File: src/rtl/urt_pkg.sv
// Shared definitions for the configurable UART receiver: parity modes and
// receiver FSM state encoding.
package urt_pkg;

    localparam int PAR_NONE = 0;
    localparam int PAR_EVEN = 1;
    localparam int PAR_ODD  = 2;

    typedef enum logic [2:0] {
        ST_IDLE,
        ST_START,
        ST_DATA,
        ST_PARITY,
        ST_STOP,
        ST_WAIT_HIGH
    } urt_state_e;

endpackage

File: src/rtl/urt_sync2.sv
// Two-flop synchroniser for an asynchronous single-bit input, with a
// selectable reset value so an idle-high line does not look like a start bit.
module urt_sync2 #(
    parameter logic RST_VAL = 1'b1
) (
    input  logic clk,
    input  logic rst,
    input  logic d,
    output logic q
);

    logic sync_p0;
    logic sync_p1;

    always_ff @(posedge clk or negedge rst) begin
        if (!rst) begin
            sync_p0 <= RST_VAL;
            sync_p1 <= RST_VAL;
        end else begin
            sync_p0 <= d;
            sync_p1 <= sync_p0;
        end
    end

    assign q = sync_p1;

endmodule

File: src/rtl/urt_rx_cfg.sv
// Parametrised UART receiver: mid-bit sampling, optional parity, 1 or 2 stop
// bits, and a valid/ready output register with overrun detection.
module urt_rx_cfg
    import urt_pkg::*;
#(
    parameter int CLKS_PER_BIT = 16,
    parameter int DATA_BITS    = 8,
    parameter int PARITY       = PAR_NONE,
    parameter int STOP_BITS    = 1
) (
    input  logic                 clk,
    input  logic                 rst,
    input  logic                 rxd,
    output logic [DATA_BITS-1:0] rx_data,
    output logic                 rx_valid,
    input  logic                 rx_ready,
    output logic                 parity_err,
    output logic                 frame_err,
    output logic                 overrun
);

    localparam int TW = $clog2(CLKS_PER_BIT);
    localparam int BW = $clog2(DATA_BITS + 1);
    localparam logic [TW-1:0] TICK_HALF = TW'(CLKS_PER_BIT / 2 - 1);
    localparam logic [TW-1:0] TICK_FULL = TW'(CLKS_PER_BIT - 1);
    localparam logic [BW-1:0] LAST_DATA = BW'(DATA_BITS - 1);
    localparam logic [BW-1:0] LAST_STOP = BW'(STOP_BITS - 1);

    urt_state_e           state;
    logic [TW-1:0]        tick;
    logic [BW-1:0]        bit_cnt;
    logic [DATA_BITS-1:0] shreg;
    logic                 perr;
    logic                 ferr;
    logic                 vld_p0;
    logic                 rxs;
    logic                 sample;

    function automatic logic parity_check(input logic [DATA_BITS-1:0] d, input logic p);
        logic x;
        x = (^d) ^ p;
        return (PARITY == PAR_EVEN) ? x : (PARITY == PAR_ODD) ? !x : 1'b0;
    endfunction

    urt_sync2 #(.RST_VAL(1'b1)) u_sync (
        .clk (clk),
        .rst (rst),
        .d   (rxd),
        .q   (rxs)
    );

    assign sample = (tick == TICK_FULL);

    // Stage p0: bit-level FSM; vld_p0 marks the cycle after the last stop sample
    always_ff @(posedge clk or negedge rst) begin
        if (!rst) begin
            state   <= ST_IDLE;
            tick    <= '0;
            bit_cnt <= '0;
            perr    <= 1'b0;
            ferr    <= 1'b0;
            vld_p0  <= 1'b0;
        end else begin
            vld_p0 <= 1'b0;
            case (state)
                ST_IDLE: begin
                    if (!rxs) begin
                        state <= ST_START;
                        tick  <= '0;
                    end
                end
                ST_START: begin
                    if (tick == TICK_HALF) begin
                        tick    <= '0;
                        bit_cnt <= '0;
                        perr    <= 1'b0;
                        ferr    <= 1'b0;
                        state   <= rxs ? ST_IDLE : ST_DATA;
                    end else begin
                        tick <= tick + 1'b1;
                    end
                end
                ST_DATA: begin
                    if (sample) begin
                        tick <= '0;
                        if (bit_cnt == LAST_DATA) begin
                            bit_cnt <= '0;
                            state   <= (PARITY != PAR_NONE) ? ST_PARITY : ST_STOP;
                        end else begin
                            bit_cnt <= bit_cnt + 1'b1;
                        end
                    end else begin
                        tick <= tick + 1'b1;
                    end
                end
                ST_PARITY: begin
                    if (sample) begin
                        tick  <= '0;
                        perr  <= parity_check(shreg, rxs);
                        state <= ST_STOP;
                    end else begin
                        tick <= tick + 1'b1;
                    end
                end
                ST_STOP: begin
                    if (sample) begin
                        tick <= '0;
                        if (!rxs) ferr <= 1'b1;
                        if (bit_cnt == LAST_STOP) begin
                            bit_cnt <= '0;
                            vld_p0  <= 1'b1;
                            // A low final stop keeps us out of IDLE so a break cannot retrigger
                            state   <= (ferr || !rxs) ? ST_WAIT_HIGH : ST_IDLE;
                        end else begin
                            bit_cnt <= bit_cnt + 1'b1;
                        end
                    end else begin
                        tick <= tick + 1'b1;
                    end
                end
                ST_WAIT_HIGH: begin
                    if (rxs) state <= ST_IDLE;
                end
                default: state <= ST_IDLE;
            endcase
        end
    end

    always_ff @(posedge clk) begin
        if (state == ST_DATA && sample) shreg <= {rxs, shreg[DATA_BITS-1:1]};
    end

    // Stage p1: output holding register with handshake and overrun
    always_ff @(posedge clk or negedge rst) begin
        if (!rst) begin
            rx_data    <= '0;
            rx_valid   <= 1'b0;
            parity_err <= 1'b0;
            frame_err  <= 1'b0;
            overrun    <= 1'b0;
        end else begin
            overrun <= 1'b0;
            if (vld_p0) begin
                if (!rx_valid || rx_ready) begin
                    rx_data    <= shreg;
                    parity_err <= perr;
                    frame_err  <= ferr;
                    rx_valid   <= 1'b1;
                end else begin
                    overrun <= 1'b1;
                end
            end else if (rx_valid && rx_ready) begin
                rx_valid   <= 1'b0;
                parity_err <= 1'b0;
                frame_err  <= 1'b0;
            end
        end
    end

endmodule

File: config.mk
export PLATFORM = sky130hd
export DESIGN_NAME = urt_rx_cfg
export DESIGN_NICKNAME = d
export VERILOG_FILES = /design/src/rtl/urt_pkg.sv /design/src/rtl/urt_sync2.sv /design/src/rtl/urt_rx_cfg.sv
export SDC_FILE = /design/constraint.sdc
export NUM_CORES = 1
export LEC_CHECK = 0
export CORE_ASPECT_RATIO = 0.75
export CORE_MARGIN = 2
export CORE_UTILIZATION = 30
export DETAILED_ROUTE_END_ITERATION = 12
export PLACE_DENSITY = 0.47
export SYNTH_ARGS = -nofsm -noshare
export SYNTH_HDL_FRONTEND = slang
export SYNTH_SLANG_ARGS = --single-unit
File: constraint.sdc
create_clock -name clk -period 4.3 [get_ports clk]
set_input_delay 1.29 -clock clk [delete_from_list [all_inputs] [get_ports clk]]
set_output_delay 1.29 -clock clk [all_outputs]
set_load 0.01 [all_outputs]
==> flow_summary.ini <==
[final_layout]
final.fill_count = 554
fin_cells = 233
nets = 164
num_antenna_cells = 0
multiInputGateArea_um2 = 693.2
register_area_um2 = 893.4
area_growth_pct = 16.05
drive_gt1_share_pct = 15.19
finalInstanceArea_um2 = 1936

[critical_path]
crit_arrival_ns = 1.17
crit_family = buffers and inverters
r2r_slack_ns = 2.02
crit_required_ns = 3.01
crit_chain = clkdlybuf4s50_1
slowest_delay_ns = 0.54
cp-start-kind = flip-flop
worst_setup_path_end_kind = output pin
cpMaxStageDelayCell = clkdlybuf4s50_1
crit_buf_inv = 1
critical_path_peak_fanout = 3
setup.worst_path.class = flip-flop to output pin

[power]
p_per_area_nw_per_um2 = 426.6
ir_drop_mv = 0.2020
power.total_uw = 825.7
p_leak_nw = 0.7709

[clock_tree]
cts_resized = 0
cts_tree = built
path_clk_slew_ns = 0.06
cts-hold-fix-buffers = 0
cts.htree.levels = 2
clk-insertion-delay-late_ns = 0.28
post_cts_buffers = 0
clock-sinks = 34
cts_buffers = 5
clk_path_buf_depth = 2
root_buffer = clkbuf_8

[sta]
min_period_ns = 2.465
tightestPinTransition_ns = 1.139
final_max_slew_viol_count = 0
setup_ws_ns = 1.835
rsz0062_at_grt = no
min_period_over_period_pct = 57.32
hold_viol_final = 0
fmax_ghz = 0.4057
setup_tns_ns = 0
skew_ns = 0.005731
setup_violations = 0
worst_slew_margin_rel_pct = 23.51

[placed_design]
gp_congestion = 0.7283
io_buffers = 14
hpwlAfterDp_um = 2179
dp_slack_ns = 1.600
dp_cells = 225
placed_cell_area_um2 = 1854

[global_route]
grt_pass1_vias = 1138
grt.overflow.total = 0
grt_start_max_net_pins = 27
grt_util_all_layers_pct = 11.32
grt_pass1_wl_um = 5423
antenna_found_initial = 0

[yosys]
ys_async_sr_fraction_pct = 76.47
synth_compound_area_share_pct = 13.13
synth-xor-area-share_pct = 0
synth_area_per_cell_um2 = 11.58
synthSimpleGateAreaFrac_pct = 16.88
synth_seq_area_share_pct = 53.56
synth_adder_area_share_pct = 2.251
synth_edf_count = 8
synth_flop_cell = dfrtp_1
synth_top_family_by_area = simple AND/OR/NAND/NOR gates
syn-num-nets = 151
netlist_area_um2 = 1668
ys_warn_count = 0
syn_inst = 144
synth_seq_cells = 34
muxShareOfSynthArea_pct = 9.077
yosysUniqueCellTypes = 43

[die]
die_w_um = 90.10
die_h_um = 68.57
core_area_um2 = 5353
initial_core_util_pct = 31.16
io_pins = 16
fp.dieArea_um2 = 6178
row_count = 23

[drt]
drtPass1Iterations = 4
ant_nets = 0
num_vias = 1120
routed_wl_um = 3019
vias_per_cell = 4.807
wl_per_cell_um = 12.96
drc = 0
drtIter0Drc = 54

[run]
max-cap-violations = 0

[min_path]
holdCritPathClass = flip-flop to flip-flop

[status]
status = finished, final reports clean
registers in the layout, summed over array words and instances, names as in the netlist:
name,count
rx_valid,1
u_sync.q,1
overrun,1
bit_cnt,4
tick,4
shreg,8
ferr,1
u_sync.sync_p0,1
frame_err,1
vld_p0,1
state,3
rx_data,8
where the power goes:
group | internal, mW | switching [mW] | total (mW)
sequential | 0.354 | 0.0619 | 0.416
combinational | 0.0972 | 0.0953 | 0.193
clock | 0.111 | 0.106 | 0.217
synth_stat cells (all sizes together), types with 2 or more instances:
master	n	area share (%)
nand3b	5	2.3
a21oi	5	1.5
a32o	2	1.3
mux2	9	6.1
edfxtp	8	14
o21ai	8	2.4
nand2	12	2.7
inv	7	1.6
o22ai	2	0.75
dfrtp	24	36
nor4b	2	1.1
dfstp	2	3.2
o2111ai	3	1.6
o41ai	2	1.1
mux2i	5	3.0
nor3b	2	1.6
buf	7	2.9
nand2b	2	0.75
nand3	4	1.2
o211ai	3	1.4
clkbuf	2	0.45
or3b	2	1.2
nor3	4	1.2
nor2	8	2.0
ha	3	2.3
layout by cell type (no fill, tap or decap), drive strengths merged, types with 3 or more instances in the layout:
cell / n
o21ai: 8
nand2: 12
mux2i: 5
a21oi: 5
nor2: 8
dfrtp: 24
o2111ai: 3
nand3: 4
mux2: 9
clkbuf: 6
nor3: 4
edfxtp: 8
nand3b: 5
o211ai: 3
ha: 3
clkdlybuf4s50: 14
inv: 7
layout make-up:
| type | count | area share [%] |
|---|---|---|
| Clock buffer | 6 | 3.749 |
| Clock inverter | 2 | 0.4525 |
| Inverter | 7 | 1.357 |
| Multi-Input combinational cell | 94 | 35.81 |
| Sequential cell | 34 | 46.15 |
| Tap cell | 75 | 4.848 |
| Timing Repair Buffer | 15 | 7.628 |
cells by family (layout without fill, tap and decap cells):
family | count (synthesis) | after routing
adders and majority gates | 3 | 3
muxes | 14 | 14
buffers and inverters | 16 | 30
AOI/OAI and AO/OA | 29 | 29
and+or+nand+nor | 47 | 47
DFF | 34 | 34
other | 1 | 1
metrics by stage:
step | utilization, % | hold slack (ns)
2_1_floorplan | - | 0.3452
3_3_place_gp | 34.64 | 0.3464
3_5_place_dp | 34.64 | 0.3485
4_1_cts | 36.16 | 0.3582
5_1_grt | 36.16 | 0.3656
6_report | 36.16 | 0.3564
final timing paths:
check                                         start                     end  cells after the start
max in group asynchronous                       rst      u_sync.q$_DFF_PN1_                      2
setup reg to reg               state[2]$_DFFE_PN0P_      shreg[0]$_DFFE_PP_                      2
hold reg to reg            u_sync.sync_p0$_DFF_PN1_      u_sync.q$_DFF_PN1_                      0
min in group asynchronous                       rst  bit_cnt[3]$_DFFE_PN0P_                      2
setup / recovery               rx_valid$_DFFE_PN0P_                rx_valid                      1
hold / removal             u_sync.sync_p0$_DFF_PN1_      u_sync.q$_DFF_PN1_                      0
routing by layer:
layer / up-vias / routed length, um / global-route usage [%]
li1: 549 / - / -
met1: 552 / 1444 / 14.34
met2: 17 / 1396 / 18.33
met3: 2 / 154 / 3.696
met4: 0 / 23 / 4.615
met5: - / 0 / 0
Power figures use the tool's default switching activity.
==> edit: new RTL, same settings <==
Encoding of `urt_state_e`: now Gray code (3 bits for 6 states).
--- a/src/rtl/urt_pkg.sv
+++ b/src/rtl/urt_pkg.sv
@@ -7,12 +7,12 @@
     localparam int PAR_ODD  = 2;
 
     typedef enum logic [2:0] {
-        ST_IDLE,
-        ST_START,
-        ST_DATA,
-        ST_PARITY,
-        ST_STOP,
-        ST_WAIT_HIGH
+        ST_IDLE      = 3'b000,
+        ST_START     = 3'b001,
+        ST_DATA      = 3'b011,
+        ST_PARITY    = 3'b010,
+        ST_STOP      = 3'b110,
+        ST_WAIT_HIGH = 3'b111
     } urt_state_e;
 
 endpackage
Function: no difference found for any inputs over 10 cycles, from zero or initial values and one cycle with rst low; not proved beyond that.
==> edit against the unedited design <==
Clock power grew 63%; fmax shrank 0.74%; setup slack lost 18 ps; power grew 33%; cell area grew 2.3%; routed wire length grew 4.7%; core utilization grew 0.84 points; sequential cell count is the same; critical path depth is the same; first-iteration DRC count shrank 11%; combinational power grew 52%; count of clock-buffer cells in the layout shrank 1; non-clock buffer count is the same; synthesized area shrank 0.53%; critical path type unchanged; highest routed layer unchanged.
==> edit: results (changes against the unedited design) <==
| Metric | Value |
|---|---|
| Initial antenna violation count | `0 (unchanged)` |
| Pin count of the biggest net entering global routing | `27 (unchanged)` |
| Syn_nets | `148 (was 151)` |
| Synth Area in Compound Gates | `0.123 (was 0.131)` |
| Root Buffer | `clkbuf_8 (unchanged)` |
| Dpl ws | `1600 ps (about the same)` |
| Top cells by area, synth | `dfrtp_1 36%, edfxtp_1 14%, mux2_2 5.4%, dfstp_2 3.2%, nand2_1 2.5% (was dfrtp_1 36%, edfxtp_1 14%, mux2_2 5.4%, dfstp_2 3.2%, mux2i_1 3.0%)` |
| Area share of fa/ha/maj cells after synthesis | `0.0226 (was 0.0225)` |
| Clk Latency, worst-skew pair | `290 ps` |
| DR WL/cell | `13.6 µm (was 13.0 µm)` |
| Worst Clk Skew | `9.77 ps (was 5.73 ps)` |
| Deepest clock path buffer count | `2 (unchanged)` |
| Post-Route WL | `3160 µm (was 3020 µm)` |
| Post-synth EDFFs | `8 (unchanged)` |
| XOR/XNOR Fraction of Synth Area | `0.00528 (was 0)` |
| Tightest Hold Check Type | `reg2reg (unchanged)` |
| DR iter-0 viols | `48 (was 54)` |
| DP Cell Count | `224 (was 225)` |
| Hpwl dp | `2240 µm (was 2180 µm)` |
| Slew @ Worst Pin | `683 ps (was 1140 ps)` |
| Post-synthesis cell type count | `51 (was 43)` |
| Vias in the first global route | `1044 (was 1138)` |
| Crit Path Max Fanout | `2 (was 3)` |
| All-Layer GR Usage | `0.112 (was 0.113)` |
| CP top delay family | `buffers and inverters (unchanged)` |
| N_diodes | `0 (unchanged)` |
| Clock Pin Slew Worst Setup and Hold Paths | `80 ps (was 60 ps)` |
| Placer congestion estimate | `0.761 (was 0.728)` |
| Layout cells sized above 1 | `0.197 (was 0.152)` |
| Post-cts resize count | `0 (unchanged)` |
| Largest registers | `rx_data (8), shreg (8) (unchanged)` |
| P_sw | `357 µW (was 263 µW)` |
| Synth cell count leaders | `24 x dfrtp_1, 11 x nand2_1, 8 x edfxtp_1, 8 x mux2_2, 6 x nand3_1 (was 24 x dfrtp_1, 12 x nand2_1, 8 x edfxtp_1, 8 x mux2_2)` |
| Placed cell area | `0.00184 mm² (was 0.00185 mm²)` |
| Gr ovfl total | `0 (unchanged)` |
| Num CTS Buffers | `5 (unchanged)` |
| Sequential share of the synthesized area | `0.538 (was 0.536)` |
| Post-synth ARST share | `0.765 (unchanged)` |
| DR vias | `1108 (was 1120)` |
| Lkg Pwr | `0.813 nW (was 0.771 nW)` |
| Net count, final | `163 (was 164)` |
| Status | `finished, final reports clean (unchanged)` |
| Hold depth | `0 (unchanged)` |
| R2R depth | `2 (unchanged)` |
| First-pass GRT wire length | `5200 µm (was 5420 µm)` |
| Synth Instances | `141 (was 144)` |
| Mux cell area share after synthesis | `0.0724 (was 0.0908)` |
| Port buffer count | `14 (unchanged)` |
| Worst VDD drop | `0.233 mV (was 0.202 mV)` |
## edit: cell types whose count changed after synthesis, sizes merged, moves of 3 or more
cell     before  now
a211oi        0    3
o2111ai       3    0
a22o          0    3
nor2          8    5
nand2b        2    6
nand3         4    7
## edit: final timing paths
kind                                startpoint              to  slack (ps)
worst max-delay path                rx_data[1]      rx_data[1]        1820
worst min-delay path            u_sync.sync_p0        u_sync.q         360
worst max register to register        state[1]        shreg[5]        2410
worst min register to register  u_sync.sync_p0        u_sync.q         360
max in group asynchronous                  rst  u_sync.sync_p0        2620
min in group asynchronous                  rst        state[2]        1360
## edit: logic make-up (layout without fill, tap and decap cells)
logic type                 count (synthesis)  in the layout
AOI/OAI and AO/OA                         29             29
xor gates and xnor gates                   1              1
adders and majority gates                  3              3
buffers and inverters                     12             28
DFF                                       34             34
muxes                                     11             11
other                                      1              1
and+or+nand+nor                           50             50
## edit: area by class of cell
| type | instances | area [µm²] |
|---|---|---|
| clock buffer | 5 | 68.8 |
| inverter | 5 | 18.8 |
| multi-input combinational | 95 | 689 |
| fill | 543 | 3370 |
| tap | 75 | 93.8 |
| sequential | 34 | 893 |
| clock inverter | 3 | 68.8 |
| timing repair buffer | 15 | 148 |
## edit: power groups by stage
| stage | clock network, mW | registers (mW) | logic, mW |
|---|---|---|---|
| 3_3_place_gp | 0 | 0.455 | 0.289 |
| 3_5_place_dp | 0 | 0.458 | 0.293 |
| 4_1_cts | 0.365 | 0.451 | 0.295 |
| 2_1_floorplan | 0 | 0.399 | 0.310 |
| 6_report | 0.354 | 0.452 | 0.293 |
| 5_1_grt | 0.376 | 0.463 | 0.328 |
## edit: per-layer routing
metal  vias to the layer above  wire (µm)  track usage
met1                       537       1620        0.147
met3                         6        149       0.0374
met2                        22       1330        0.166
met4                         0         59       0.0615
met5                         -          0            0
li1                        543          -            -
